==> src/rtl/control_fsm.sv <==
// Multicycle control unit: fetch/decode/execute sequencer for the 8-bit DE10-Lite datapath.
// Optional single-step mode is enabled by defining CTRL_SINGLE_STEP_EN.
module control_fsm #(
    parameter logic [7:0] PC_RESET = 8'h00
) (
    input  logic       CLOCK_50,
    input  logic       reset,
    input  logic       step,
    input  logic [7:0] Data_out,
    input  logic [7:0] dataA,
    input  logic [7:0] dataB,
    input  logic       N,
    input  logic       Z,
    output logic       MemRead,
    output logic       MemWrite,
    output logic [7:0] ADDR,
    output logic [7:0] Data_in,
    output logic [2:0] ALUop,
    output logic       RFWrite,
    output logic [1:0] regA,
    output logic [1:0] regB,
    output logic [1:0] regW,
    output logic       WBsel,
    output logic [7:0] PC,
    output logic [7:0] IR,
    output logic       halted
);

    typedef enum logic [3:0] {
        S_RST,
        S_FETCH,
        S_FWAIT,
        S_DECODE,
        S_LDRD,
        S_LDWB,
        S_ST,
        S_ALUWB,
        S_BR,
        S_HALT,
        S_STEPWAIT
    } state_t;

    // Every "return to fetch" goes through this, so single-step only touches one place.
`ifdef CTRL_SINGLE_STEP_EN
    localparam state_t S_RESUME = S_STEPWAIT;
`else
    localparam state_t S_RESUME = S_FETCH;
`endif

    state_t     state;
    logic       nf;
    logic       zf;
    logic [3:0] opcode;
    logic [3:0] imm4;
    logic [2:0] alu_sel;
    logic       br_taken;

    assign opcode  = IR[3:0];
    assign imm4    = IR[7:4];
    assign regA    = IR[7:6];
    assign regB    = IR[5:4];
    assign regW    = IR[7:6];
    assign Data_in = dataA;
    assign halted  = (state == S_HALT);

    always_comb begin
        alu_sel = 3'b000;
        case (opcode)
            4'h3:    alu_sel = 3'b001;
            4'h4:    alu_sel = 3'b010;
            default: alu_sel = 3'b000;
        endcase
    end

    always_comb begin
        br_taken = 1'b0;
        case (opcode)
            4'h5:    br_taken = zf;
            4'h6:    br_taken = ~zf;
            4'h7:    br_taken = ~nf;
            default: br_taken = 1'b0;
        endcase
    end

    always_ff @(posedge CLOCK_50) begin
        if (reset) begin
            state <= S_RST;
            PC    <= PC_RESET;
            IR    <= '0;
            nf    <= 1'b0;
            zf    <= 1'b0;
        end else begin
            case (state)
                S_RST:   state <= S_RESUME;
                S_FETCH: state <= S_FWAIT;
                S_FWAIT: begin
                    IR    <= Data_out;
                    PC    <= PC + 8'd1;
                    state <= S_DECODE;
                end
                S_DECODE: begin
                    case (opcode)
                        4'h0:             state <= S_LDRD;
                        4'h1:             state <= S_ST;
                        4'h2, 4'h3, 4'h4: state <= S_ALUWB;
                        4'h5, 4'h6, 4'h7: state <= S_BR;
                        4'h8:             state <= S_HALT;
                        default:          state <= S_RESUME;
                    endcase
                end
                S_LDRD:  state <= S_LDWB;
                S_LDWB:  state <= S_RESUME;
                S_ST:    state <= S_RESUME;
                S_ALUWB: begin
                    nf    <= N;
                    zf    <= Z;
                    state <= S_RESUME;
                end
                S_BR: begin
                    // Offset applies to the PC already incremented in FWAIT.
                    if (br_taken) begin
                        PC <= PC + {{4{imm4[3]}}, imm4};
                    end
                    state <= S_RESUME;
                end
                S_HALT:  state <= S_HALT;
                S_STEPWAIT: begin
                    if (step) begin
                        state <= S_FETCH;
                    end
                end
                default: state <= S_RST;
            endcase
        end
    end

    always_comb begin
        MemRead  = 1'b0;
        MemWrite = 1'b0;
        ADDR     = '0;
        ALUop    = 3'b000;
        RFWrite  = 1'b0;
        WBsel    = 1'b0;
        case (state)
            S_FETCH: begin
                MemRead = 1'b1;
                ADDR    = PC;
            end
            S_DECODE: ALUop = alu_sel;
            S_LDRD: begin
                MemRead = 1'b1;
                ADDR    = dataB;
            end
            S_LDWB: begin
                RFWrite = 1'b1;
                WBsel   = 1'b1;
            end
            S_ST: begin
                MemWrite = 1'b1;
                ADDR     = dataB;
            end
            S_ALUWB: begin
                RFWrite = 1'b1;
                ALUop   = alu_sel;
            end
            default: begin
                MemRead = 1'b0;
            end
        endcase
    end

endmodule

==> config.mk <==
export PLATFORM = sky130hd
export DESIGN_NAME = control_fsm
export DESIGN_NICKNAME = d
export VERILOG_FILES = /design/src/rtl/control_fsm.sv
export SDC_FILE = /design/constraint.sdc
export NUM_CORES = 1
export LEC_CHECK = 0
export ABC_AREA = 1
export CAP_MARGIN = 20
export CORE_MARGIN = 2
export CORE_UTILIZATION = 26
export DETAILED_ROUTE_END_ITERATION = 12
export SETUP_SLACK_MARGIN = 0.5
export SYNTH_ARGS = -nofsm -noshare
export SYNTH_HDL_FRONTEND = slang
export SYNTH_SLANG_ARGS = --single-unit
export TNS_END_PERCENT = 1
==> constraint.sdc <==
create_clock -name CLOCK_50 -period 2.95 [get_ports CLOCK_50]
set_clock_uncertainty 0.1 [all_clocks]
set_input_delay 0.59 -clock CLOCK_50 [delete_from_list [all_inputs] [get_ports CLOCK_50]]
set_output_delay 0.59 -clock CLOCK_50 [all_outputs]
set_load 0.005 [all_outputs]
======== Yosys cells after proc, flatten, opt, wreduce, memory -nomap -nowiden ========
Memory sizes are Yosys's and may differ from the RTL's. A register that Yosys moved wholly into a read port is not among the register bits.
Cells that the tools add are included.
storage, ports and cells
  register bits ........................... 22
  ROM bits ................................ 64
  input port bits ......................... 29
  output and inout bits ................... 46
  word-level logic and storage cells ...... 49
  memories ................................ 1
cells by class
  add/subtract/negate cells ............... 2
  equal/unequal tests ..................... 17
  multiplexer cells ....................... 14
  bitwise logic cells ..................... 2
  reductions and logical operators ........ 8
memory list
  memory            words  bits a word  rd ports  clocked after memory_dff  write ports  RTL line  text
  (name not given)  16     4            1         1                         0            102       case (opcode)
operators by type and width
  operator                                                               count
  4-bit by 3-bit equality test with 1-bit output, second input constant  8
  8-bit one-hot mux with 2 select lines                                  2
  4-bit one-hot mux with 7 select lines                                  1
  4-bit by 2-bit equality test with 1-bit output, second input constant  3
  4-bit equality test, second input constant                             3
  4-bit 2-to-1 mux                                                       3
  8-bit by 1-bit adder with 8-bit output, second input constant          1
  8-bit adder                                                            1
  8-bit 2-to-1 mux                                                       1
  2-bit OR reduction                                                     4
  5-bit OR reduction                                                     1
  4-bit by 1-bit equality test with 1-bit output, second input constant  1
  4-bit zero test                                                        1
  1-bit 2-to-1 mux                                                       4
  2-bit inequality test, second input constant                           2
  2-bit one-hot mux with 2 select lines                                  1
  3-bit 2-to-1 mux                                                       1
  1-bit one-hot mux with 3 select lines                                  1
  1-bit inverter                                                         2
  2-bit AND reduction                                                    1
  2-bit nonzero test                                                     1

======== Longest topological paths before layout ========
  depth after elaboration ................. 4
  mapped depth ............................ 15
  gate-level depth less buffers ........... 15

======== Worst setup path before layout ========
OpenSTA, ideal clock, no wires.
  kind .................................... reg2reg
  start ................................... reg state[3]
  end ..................................... reg PC[6]
  library setup time ...................... 0.074 ns
  data arrival time ....................... 2.159 ns
  required time ........................... 2.776 ns
  slack ................................... 0.617 ns
  cell stages (with the launch flop) ...... 14
  path buffers ............................ 0
  clock period less this slack ............ 2.333 ns
  path through ............................ dfxtp_1 inv_2 nor2_4 nand2_1 or2_2 ha_1 fa_1 a21oi_1 nand2_1 nand2_1 nor2_1 nand2_1 nand3_1 a31oi_1
on the way
  word-level cells in the longest chain between the ends .. 3
  elaborated cells between the ends (all ways) .. 6
  classes of those cells .................. eq/ne (3); mux (1); reduce/logical (2)
RTL lines
  item                                                                                   RTL line  text
  from (decl)                                                                            50        state_t state;
  from (signal assigned)                                                                 87        state <= S_RST;
  from (signal assigned)                                                                 94        S_RST: state <= S_RESUME;
  from (signal assigned)                                                                 95        S_FETCH: state <= S_FWAIT;
  4-bit equality test or 4-bit by 2-bit equality test with 1-bit output (tied branches)  93        case (state)
  2-bit inequality test (no line) or 2-bit nonzero test (tied branches)                  -
  2-bit AND reduction (no line)                                                          -
  to (signal assigned)                                                                   98        PC <= PC + 8'd1;
  to (signal assigned)                                                                   122       PC <= PC + {{4{imm4[3]}}, imm4};
  to (decl)                                                                              24        output logic [7:0] PC,
Parallel ways exist; a longest one is shown, timed or not.
A chain may end at the register's enable or synchronous reset.

======== Worst setup path after layout ========
  start ................................... reg state[2]
  end ..................................... out ADDR[3]
on the way
  word-level cells in the longest chain between the ends .. 3
  elaborated cells between the ends (all ways) .. 5
  classes of those cells .................. eq/ne (3); mux (1); reduce/logical (1)
RTL lines
  item                                            RTL line  text
  4-bit by 3-bit equality test with 1-bit output  144       case (state)
  2-bit OR reduction (no line)                    -
  8-bit one-hot mux with 2 select lines *         144
  to (decl)                                       16        output logic [7:0] ADDR,
Mark *: on every way between the ends. The rest lies on a longest branch, timed or not.

==> metrics <==
final hold violation count=0; layout-stage area growth over the synthesis result=40.9%; clock network fraction of total power=roughly 25%; shortest clock period the worst path allows after layout=2.52 ns; Post-synth EDFFs=0; clock tree from TritonCTS=yes; setup repair after global routing missed its margin=yes; power per unit of standard cell area=~520 nW/µm²; max-cap violations=0; via count of the first global-routing pass=approximately 1700; remaining number of nets flagged by the antenna check after routing=0; post-synthesis cell count=about 250; sinks on the clock net=26; number of cell rows=29; required time worst endpoint=~2.3 ns; synthesized flop and latch total=26; result of the run=complete, no violations; number of warnings reported in the yosys synthesis log=0; buffer type at the clock tree root=sky130_fd_sc_hd__clkbuf_8; routed wire length=4680 µm; total DRC errors in the routed layout=0; Setup Viol. Count Final=0; unique cell type count in the Yosys netlist=37; Final Instance Area=2380 µm²; antenna cells=0; Critical R2R Launch=state[3]; worst-case setup slack after placement=about 0.42 ns; total die area=just over 7000 µm²; path depth of the worst reg2reg path=13; sequential element share of the synthesized area=30.8%; initial antenna violation count=0; number of buffers created by CTS=3; Post-synth ARST share=0%; static leakage=1.01 nW; worst hold path stage count=2; most common cell after layout, fill and taps aside=sky130_fd_sc_hd__clkdlybuf4s50_1; Switching Share=between 30% and 40%; effective utilization at floorplan=26.7%; via-per-instance ratio=4.67; FMAX=~400 MHz; part of the total power dissipated in sequential elements=around two fifths; arrival time at the worst endpoint=between 1.5 and 2 ns; total via count in the routed design=~1700; mean instance size in the synthesized netlist=between 6 and 7 µm²; fraction of the cycle the final worst path needs=between 80 and 90%; number of I/O port buffers=57; gr usage total=a little over an eighth; Crit Path Category=flop to output pin; sink of the worst hold path=state[2]; total placed cells including tap cells=around 370; fraction of layout instances using a drive strength above 1=a little over an eighth; global route total overflow=0; detailed router's first-iteration violation count=77; largest net degree at the start of global routing=16; width of the chip=between 80 and 90 µm; quantity of hold-fixing buffers added after cts=0; logic gate share of total power=between 30 and 40%; core box area=6310 µm²; final net count=328; wire length of the first global-routing pass=between 7000 and 8000 µm; maximum level of the CTS H-tree=1; source-to-sink clock delay at the later pin of the worst-skew pair=approximately 0.27 ns; Non-Filler Instances=between 300 and 400; fin worst setup slack=0.429 ns; Setup Total Neg Slack=0 ns; portion of synthesized cell area occupied by the leading cell type=between 30% and 40%; ys flop type=sky130_fd_sc_hd__dfxtp_1; flop2flop setup slack=approximately 0.59 ns; chip height=between 80 and 90 µm; cell area reported after detailed placement=between 2000 and 2500 µm²; cell-internal power=around 820 µW; drt wl/cell=12.6 µm; most used cells in the layout excluding fill and tap cells=sky130_fd_sc_hd__clkdlybuf4s50_1 (55), sky130_fd_sc_hd__nand2_1 (40), sky130_fd_sc_hd__inv_1 (33); synthesized area=between 1500 and 2000 µm²; Yosys top cell by area=sky130_fd_sc_hd__dfxtp_1; max-slew violations=0; class of the worst hold path=flop to flop; tightest hold margin=0.351 ns; sw power=approximately 410 µW; clock-pin slew on the worst setup and hold paths=0.10 ns; sort of element at the end of the critical path=output pin; FF-to-FF End=PC[6]; I/O pin total=75; syn nets=approximately 280; Clock Tree Buf Depth=2; Placer Congestion=around 0.85; Synth area leaders=sky130_fd_sc_hd__dfxtp_1 (31%), sky130_fd_sc_hd__nand2_1 (9.1%), sky130_fd_sc_hd__inv_1 (7.6%), sky130_fd_sc_hd__nor2_1 (7.3%), sky130_fd_sc_hd__buf_4 (7.1%); worst voltage drop across the vdd grid=0.239 mV; Max FO, Critical Path=7; final HPWL from detailed placement=~3600 µm; nature of the critical path startpoint=flop; TritonRoute pass-1 iters=4
## Yosys cell counts (2+ instances only)
library cell,count
sky130_fd_sc_hd__nor2_4,4
sky130_fd_sc_hd__nand2_2,5
sky130_fd_sc_hd__nand3_1,20
sky130_fd_sc_hd__ha_1,3
sky130_fd_sc_hd__nand3_2,2
sky130_fd_sc_hd__nor3_1,3
sky130_fd_sc_hd__buf_4,16
sky130_fd_sc_hd__inv_1,34
sky130_fd_sc_hd__nand2_1,41
sky130_fd_sc_hd__xor2_1,2
sky130_fd_sc_hd__a21oi_1,8
sky130_fd_sc_hd__o21a_1,2
sky130_fd_sc_hd__nor2_1,33
sky130_fd_sc_hd__o211ai_1,5
sky130_fd_sc_hd__o21ai_0,16
sky130_fd_sc_hd__nor2_2,3
sky130_fd_sc_hd__a31oi_1,2
sky130_fd_sc_hd__dfxtp_1,26
sky130_fd_sc_hd__nand4_1,2
## what timing repair did
action	4_1_cts	5_1_grt
buffers inserted	0	1
gates resized for setup	7	6
setup endpoints to repair	13	16
## per-layer routing
layer	track usage [%]	part of all wire, %
met4	2.60	0.79
met1	18.3	49
met3	3.64	6.1
met5	0	0
met2	21.3	44
## kinds of logic after synthesis
group | share of synthesized area (%)
fa+ha+maj | 3.41
compound gates | 13.7
other cells | 0.222
flops | 30.8
xor+xnor | 1.56
buf+inv | 15.6
simple gates | 34.6
## cell type report
cell class	count	area, µm²
multi-input combinational	165	927
fill	690	3940
inverter	35	131
clock buffer	3	41.3
sequential	26	528
clock inverter	1	30.0
tap	77	96.3
timing repair buffer	64	624
## worst max-delay path, cell delays in order, from the launching register on
cell and delay [ns]:
sky130_fd_sc_hd__dfxtp_4 0.39, sky130_fd_sc_hd__nor2_4 0.20, sky130_fd_sc_hd__nand2_1 0.12, sky130_fd_sc_hd__buf_4 0.16
sky130_fd_sc_hd__o21ai_0 0.16, sky130_fd_sc_hd__clkdlybuf4s50_1 0.53
## worst max path at each step
stage | cells after the start | start | endpoint
floorplan | 13 | state[3] | PC[6]
global placement | 4 | dataB[6] | ADDR[6]
detailed placement | 7 | state[2] | ALUop[0]
CTS | 5 | state[3] | ADDR[5]
global route | 13 | state[3] | PC[6]
finish | 5 | state[2] | ADDR[3]
## power by group through the flow
stage	registers (mW)	logic [mW]	clock network [mW]
after detailed placement	0.481	0.452	0
after CTS	0.474	0.458	0.311
final	0.473	0.454	0.302
after global routing	0.486	0.505	0.329
after global placement	0.480	0.450	0
after floorplan	0.468	0.254	0
## metrics by stage
| stage | utilization, % | power (mW) |
|---|---|---|
| 2_1_floorplan | - | 0.722 |
| 3_3_place_gp | 35.9 | 0.930 |
| 3_5_place_dp | 35.9 | 0.933 |
| 4_1_cts | 37.4 | 1.24 |
| 5_1_grt | 37.7 | 1.32 |
| 6_report | 37.7 | 1.23 |
(Power assumes the default switching activity.)
